===== src/rtl/instruction_fetch_pkg.sv =====
// Shared constants for the DLX instruction-fetch stage.
// Holds the NOP encoding, the reset PC and the IF state encodings so that
// decode/hazard logic and benches agree on them.
package instruction_fetch_pkg;

    localparam logic [31:0] NopInstr = 32'h5400_0000;  // DLX nop
    localparam logic [31:0] ResetPc  = 32'h0000_0000;

    // IF state encodings
    localparam logic [1:0] StIdle  = 2'd0;
    localparam logic [1:0] StFetch = 2'd1;
    localparam logic [1:0] StHold  = 2'd2;
    localparam logic [1:0] StDrop  = 2'd3;

endpackage


===== src/rtl/instruction_fetch_if_id_register.sv =====
// IF/ID pipeline register: {instruction, nextPC, valid}.
// Ports:
//   clk_i, rst_ni   clock, asynchronous active-low reset
//   load_i          capture instr_i/npc_i and mark valid
//   flush_i         inject NOP, nextPC 0, valid 0 (wins over load_i)
//   instr_i, npc_i  incoming instruction and its PC+4
//   instr_o, npc_o, valid_o  registered IF/ID contents
module instruction_fetch_if_id_register #(
    parameter int unsigned SIZE = 32,
    parameter logic [SIZE-1:0] NOP = SIZE'(instruction_fetch_pkg::NopInstr)
) (
    input  logic            clk_i,
    input  logic            rst_ni,
    input  logic            load_i,
    input  logic            flush_i,
    input  logic [SIZE-1:0] instr_i,
    input  logic [SIZE-1:0] npc_i,
    output logic [SIZE-1:0] instr_o,
    output logic [SIZE-1:0] npc_o,
    output logic            valid_o
);

    logic [SIZE-1:0] instr_q, instr_d;
    logic [SIZE-1:0] npc_q, npc_d;
    logic            valid_q, valid_d;

    always_comb begin
        instr_d = instr_q;
        npc_d   = npc_q;
        valid_d = valid_q;
        if (flush_i) begin
            instr_d = NOP;
            npc_d   = '0;
            valid_d = 1'b0;
        end else if (load_i) begin
            instr_d = instr_i;
            npc_d   = npc_i;
            valid_d = 1'b1;
        end
    end

    always_ff @(posedge clk_i or negedge rst_ni) begin
        if (!rst_ni) begin
            instr_q <= NOP;
            npc_q   <= '0;
            valid_q <= 1'b0;
        end else begin
            instr_q <= instr_d;
            npc_q   <= npc_d;
            valid_q <= valid_d;
        end
    end

    assign instr_o = instr_q;
    assign npc_o   = npc_q;
    assign valid_o = valid_q;

endmodule


===== src/rtl/instruction_fetch.sv =====
// DLX instruction-fetch stage: PC, imem valid/ready requester, one-entry
// back-pressure buffer and redirect/flush handling, feeding the IF/ID register.
// Ports:
//   clk, reset (async active-low)
//   stall                 decode cannot accept IF/ID this cycle
//   redirect, redirect_pc branch/jump taken and its target (bits [1:0] ignored)
//   imem_req, imem_addr   fetch request and word-aligned address
//   imem_ready, imem_rdata memory completion and returned instruction
//   nextPC_out, instruction_out, valid_out  IF/ID contents
module instruction_fetch
    import instruction_fetch_pkg::*;
#(
    parameter int unsigned     SIZE     = 32,
    parameter logic [SIZE-1:0] RESET_PC = SIZE'(ResetPc),
    parameter logic [SIZE-1:0] NOP      = SIZE'(NopInstr)
) (
    input  logic            clk,
    input  logic            reset,
    input  logic            stall,
    input  logic            redirect,
    input  logic [SIZE-1:0] redirect_pc,
    output logic            imem_req,
    output logic [SIZE-1:0] imem_addr,
    input  logic            imem_ready,
    input  logic [SIZE-1:0] imem_rdata,
    output logic [SIZE-1:0] nextPC_out,
    output logic [SIZE-1:0] instruction_out,
    output logic            valid_out
);

    logic [1:0]      state_q, state_d;
    logic [SIZE-1:0] pc_q, pc_d;
    logic [SIZE-1:0] buf_instr_q, buf_instr_d;
    logic [SIZE-1:0] buf_npc_q, buf_npc_d;
    logic [SIZE-1:0] pend_q, pend_d;

    logic            ifid_load, ifid_flush;
    logic [SIZE-1:0] ifid_instr, ifid_npc;

    logic [SIZE-1:0] pc_plus4;
    logic [SIZE-1:0] target;
    logic            complete;

    assign pc_plus4 = pc_q + SIZE'(4);  // wraps modulo 2^SIZE
    assign target   = redirect_pc & ~SIZE'(3);
    assign imem_req = (state_q == StFetch) || (state_q == StDrop);
    assign imem_addr = pc_q;
    assign complete = imem_req && imem_ready;

    always_comb begin
        state_d     = state_q;
        pc_d        = pc_q;
        buf_instr_d = buf_instr_q;
        buf_npc_d   = buf_npc_q;
        pend_d      = pend_q;
        ifid_load   = 1'b0;
        ifid_flush  = 1'b0;
        ifid_instr  = imem_rdata;
        ifid_npc    = pc_plus4;

        if (redirect) begin
            ifid_flush = 1'b1;
            // An outstanding request cannot be cancelled: park the target
            // until the stale completion has been absorbed.
            if ((state_q == StFetch || state_q == StDrop) && !complete) begin
                pend_d  = target;
                state_d = StDrop;
            end else begin
                pc_d    = target;
                state_d = StFetch;
            end
        end else begin
            case (state_q)
                StIdle: state_d = StFetch;
                StFetch: begin
                    if (complete) begin
                        if (stall) begin
                            buf_instr_d = imem_rdata;
                            buf_npc_d   = pc_plus4;
                            state_d     = StHold;
                        end else begin
                            ifid_load = 1'b1;
                            pc_d      = pc_plus4;
                        end
                    end
                end
                StHold: begin
                    if (!stall) begin
                        ifid_load  = 1'b1;
                        ifid_instr = buf_instr_q;
                        ifid_npc   = buf_npc_q;
                        pc_d       = pc_plus4;
                        state_d    = StFetch;
                    end
                end
                StDrop: begin
                    if (complete) begin
                        pc_d    = pend_q;
                        state_d = StFetch;
                    end
                end
                default: state_d = StIdle;
            endcase
        end
    end

    always_ff @(posedge clk or negedge reset) begin
        if (!reset) begin
            state_q     <= StIdle;
            pc_q        <= RESET_PC;
            buf_instr_q <= NOP;
            buf_npc_q   <= '0;
            pend_q      <= '0;
        end else begin
            state_q     <= state_d;
            pc_q        <= pc_d;
            buf_instr_q <= buf_instr_d;
            buf_npc_q   <= buf_npc_d;
            pend_q      <= pend_d;
        end
    end

    instruction_fetch_if_id_register #(
        .SIZE (SIZE),
        .NOP  (NOP)
    ) u_if_id (
        .clk_i   (clk),
        .rst_ni  (reset),
        .load_i  (ifid_load),
        .flush_i (ifid_flush),
        .instr_i (ifid_instr),
        .npc_i   (ifid_npc),
        .instr_o (instruction_out),
        .npc_o   (nextPC_out),
        .valid_o (valid_out)
    );

endmodule

===== config.mk =====
export PLATFORM = sky130hd
export DESIGN_NAME = instruction_fetch
export DESIGN_NICKNAME = d
export VERILOG_FILES = /design/src/rtl/instruction_fetch_pkg.sv /design/src/rtl/instruction_fetch_if_id_register.sv /design/src/rtl/instruction_fetch.sv
export SDC_FILE = /design/constraint.sdc
export NUM_CORES = 1
export LEC_CHECK = 0
export BUFFER_PORTS_ARGS = -buffer_cell sky130_fd_sc_hd__buf_2
export CORE_ASPECT_RATIO = 1.1
export CORE_MARGIN = 5
export CORE_UTILIZATION = 56
export DETAILED_ROUTE_END_ITERATION = 10
export PLACE_DENSITY = 0.88
export RECOVER_POWER = 25
export SLEW_MARGIN = 30
export SYNTH_ARGS = -nofsm -noshare
export SYNTH_HDL_FRONTEND = slang
export SYNTH_SLANG_ARGS = --single-unit

===== constraint.sdc =====
create_clock -name clk -period 2.7 [get_ports clk]
set_clock_uncertainty 0.05 [all_clocks]
set_input_delay 0.27 -clock clk [delete_from_list [all_inputs] [get_ports clk]]
set_output_delay 0.27 -clock clk [all_outputs]
set_load 0.02 [all_outputs]

==> metrics.txt <==
status finished, violations left; failing checks capacitance limit, slew limit; root buf cell clkbuf_16; Final setup viols 0; num ports 167; vias in the first global route 7459; Crit path required time 2.99 ns; Seq/Total Area, Yosys 0.522; final wirelength 23300 um; global-route track usage on met2 0.395; Reg power frac 0.430; Cell Area, Synth 9170 sq um; initial core utilization 0.564; Psw 4.03 mW; internal power 6.92 mW; # nets final 1117; Top delay family on crit path simple AND/OR/NAND/NOR gates; initial DRC count 542; slowest stage delay, CP 0.45 ns; clock-pin slew on the worst setup and hold paths 0.06 ns; Routability Congestion 0.871; H-tree depth 4; pins over their slew limit 77; Final Critical Period 2.33 ns; first-pass GRT wire length 38500 um; Comb pwr share 0.325; peak supply drop 0.000622 V; met1 usage 0.334; layout cells sized above 1 0.304; residual DRC count 0; CTS tree built; Placed Instances 1228; Worst EP arrival 2.62 ns; Die H 144 um; gr usage total 0.249; Fillers 1199; Yosys Warn Count 0; Critical-path top delay cell dfrtp_1; vias after detailed routing 7539; clk buf depth 2; Syn Inst Count 900; overflow left after global routing 0; Area Overhead vs Synth 19.2%; crit path kind reg2reg; max cap viols 1; Core Region 16200 sq um; clk sink count 191; Worst-Margin Slew 2.01 ns; DP HPWL 16100 um; later-pin clock latency in the skew report 0.43 ns; fin crit share 0.864; worst-path maximum fanout 26; RSZ-0062 raised after global routing no; Worst Path Buf+Inv 2; antenna viol nets, final 0; Final Non-Filler Cells 1260; TNS Setup 0 ns; row count 49; PD cells 1000 nW/um^2; Multi-input gate area 4060 sq um; number of buffers created by CTS 17; largest net degree at the start of global routing 79; setup ws final 0.368 ns; leakage power 5.06 nW; Die ar. 19000 sq um; synthesized flop and latch total 191; pre-CTS setup slack 0.424 ns; DR WL/cell 18.5 um; EDFF count, synth 0; synth unique cells 60; Final Hold Fails 0; GRT busiest layer met2; Syn Area/Cell 10.2 sq um; post-cts sizing count 0; GR Util met3 0.0550; initial antenna violation count 1; Detailed Routing Iterations Pass 1 6; Peak Freq 429 MHz; Hold WS 0.0218 ns; Antenna diodes 0; Storage cell area 4790 sq um; Port Buf Inserts 162; worst hold-check path type in2reg; Clk pwr share 0.245; FFs w/ async S/R, synth 1.00; relative slew slack -0.340; Startpoint Class flop; Top FF cell, synth dfrtp_1; Switching Share 0.368; vias per cell 5.98; Critical Path Sink Type flop; Cell Chain, Critical Path inv_1 -> ha_1 -> a21oi_1 -> or3_1 -> buf_4 -> nor3_1 -> mux2i_1 -> a31oi_1; die width 132 um
[power groups by stage]
stage          clock, mW  sequential (mW)  combinational [mW]
3_3_place_gp           0             4.63                3.44
2_1_floorplan          0             4.94                2.03
4_1_cts             2.72             4.68                3.56
5_1_grt             2.85             4.82                3.90
6_report            2.68             4.71                3.56
3_5_place_dp           0             4.71                3.53
[through the flow]
stage / utilization / total power, mW / cell area (sq um)
4_1_cts: 0.674 / 11.0 / 10900
5_1_grt: 0.673 / 11.6 / 10900
6_report: 0.673 / 10.9 / 10900
3_3_place_gp: 0.635 / 8.06 / 10300
3_5_place_dp: 0.635 / 8.24 / 10300
2_1_floorplan: - / 6.97 / 9180
[cell type report]
| type | count | area share |
|---|---|---|
| clock inverters | 12 | 0.0167 |
| flip-flops and latches | 191 | 0.438 |
| multi-input cells | 626 | 0.372 |
| clock buffers | 19 | 0.0405 |
| repair buffers | 193 | 0.105 |
| inverters | 15 | 0.00515 |
| well taps | 204 | 0.0233 |
[cells in the mapped netlist (all sizes together) (6+ instances only)]
library cell,instances,area [sq um]
mux2,71,800
a311oi,30,263
a31oi,12,75.1
xnor2,18,158
nor2,76,293
o22ai,26,163
o21ai,42,210
a21oi,47,239
nor3,16,110
buf,20,95.1
dfstp,6,158
inv,14,52.6
o21a,9,67.6
xor2,9,78.8
clkbuf,49,185
nor4,7,104
nand2,130,488
a211oi,8,60.1
and3,17,106
a22oi,6,45.0
nand4,10,83.8
a211o,6,52.6
dfrtp,185,4630
nand3,21,118
o22a,8,70.1
[layer usage]
metal  share of wire  vias to the layer above
met5         0.00030                        -
li1                -                     3520
met4           0.024                        2
met1            0.42                     3628
met2            0.48                      337
met3           0.078                       52
[repair_timing]
item / 4_1_cts / 5_1_grt
endpoints found under the setup margin: 0 / 0
buffers inserted: 0 / 0
hold buffers: 1 / 0
hold endpoints to repair: 68 / 0
[flip-flops by register name, indices dropped and copies added (netlist names)]
name and flops:
buf_instr_q 32, buf_npc_q 32, u_if_id.instr_o 32, u_if_id.npc_o 32
imem_addr 30, pend_q 30, state_q 2, u_if_id.valid_o 1
[cells by family after synthesis]
kind of cell    after synthesis  share of synthesized area
buf+inv                      84                     0.0367
flops                       191                      0.522
mux                          73                     0.0894
fa+ha+maj                     4                    0.00546
compound gates              224                      0.164
xor+xnor                     27                     0.0258
simple gates                296                      0.157
other cells                   1                   0.000409
[worst register-to-register path, stage by stage, from the launching register on]
cell	delay [ns]
dfrtp_1	0.45
inv_1	0.09
ha_1	0.27
a21oi_1	0.15
or3_1	0.42
buf_4	0.26
nor3_1	0.20
mux2i_1	0.12
a31oi_1	0.22
[final timing paths]
path                               start             endpoint  slack [ns]  cells after the start
min                           imem_ready           state_q[1]        0.02                      2
min in group asynchronous          reset  u_if_id.instr_o[25]        0.88                      2
max in group asynchronous          reset        imem_addr[27]        0.42                      3
max                           state_q[1]    u_if_id.npc_o[20]        0.37                      8
max reg2reg                   state_q[1]    u_if_id.npc_o[20]        0.37                      8
min reg2reg                buf_npc_q[30]        buf_npc_q[30]        0.43                      2
[cell usage in the layout (no fill, tap or decap), types with 5 or more instances in the layout]
cell,instances
nor3_2,5
xor2_1,9
o21ai_0,40
buf_2,160
dfrtp_1,185
clkbuf_16,17
nand3_1,20
a311oi_1,30
dfstp_2,6
and3_1,17
o21a_1,9
o211ai_1,5
a211oi_1,8
mux2_2,71
buf_4,22
o22ai_1,26
nand4_1,8
nor3_1,10
nor2_1,75
xnor2_1,18
buf_12,8
nand2_1,130
a31oi_1,12
o22a_1,8
inv_1,14
a21oi_1,46
a211o_1,6
a22oi_1,6
Note: power is estimated with default switching activity, not from simulation.
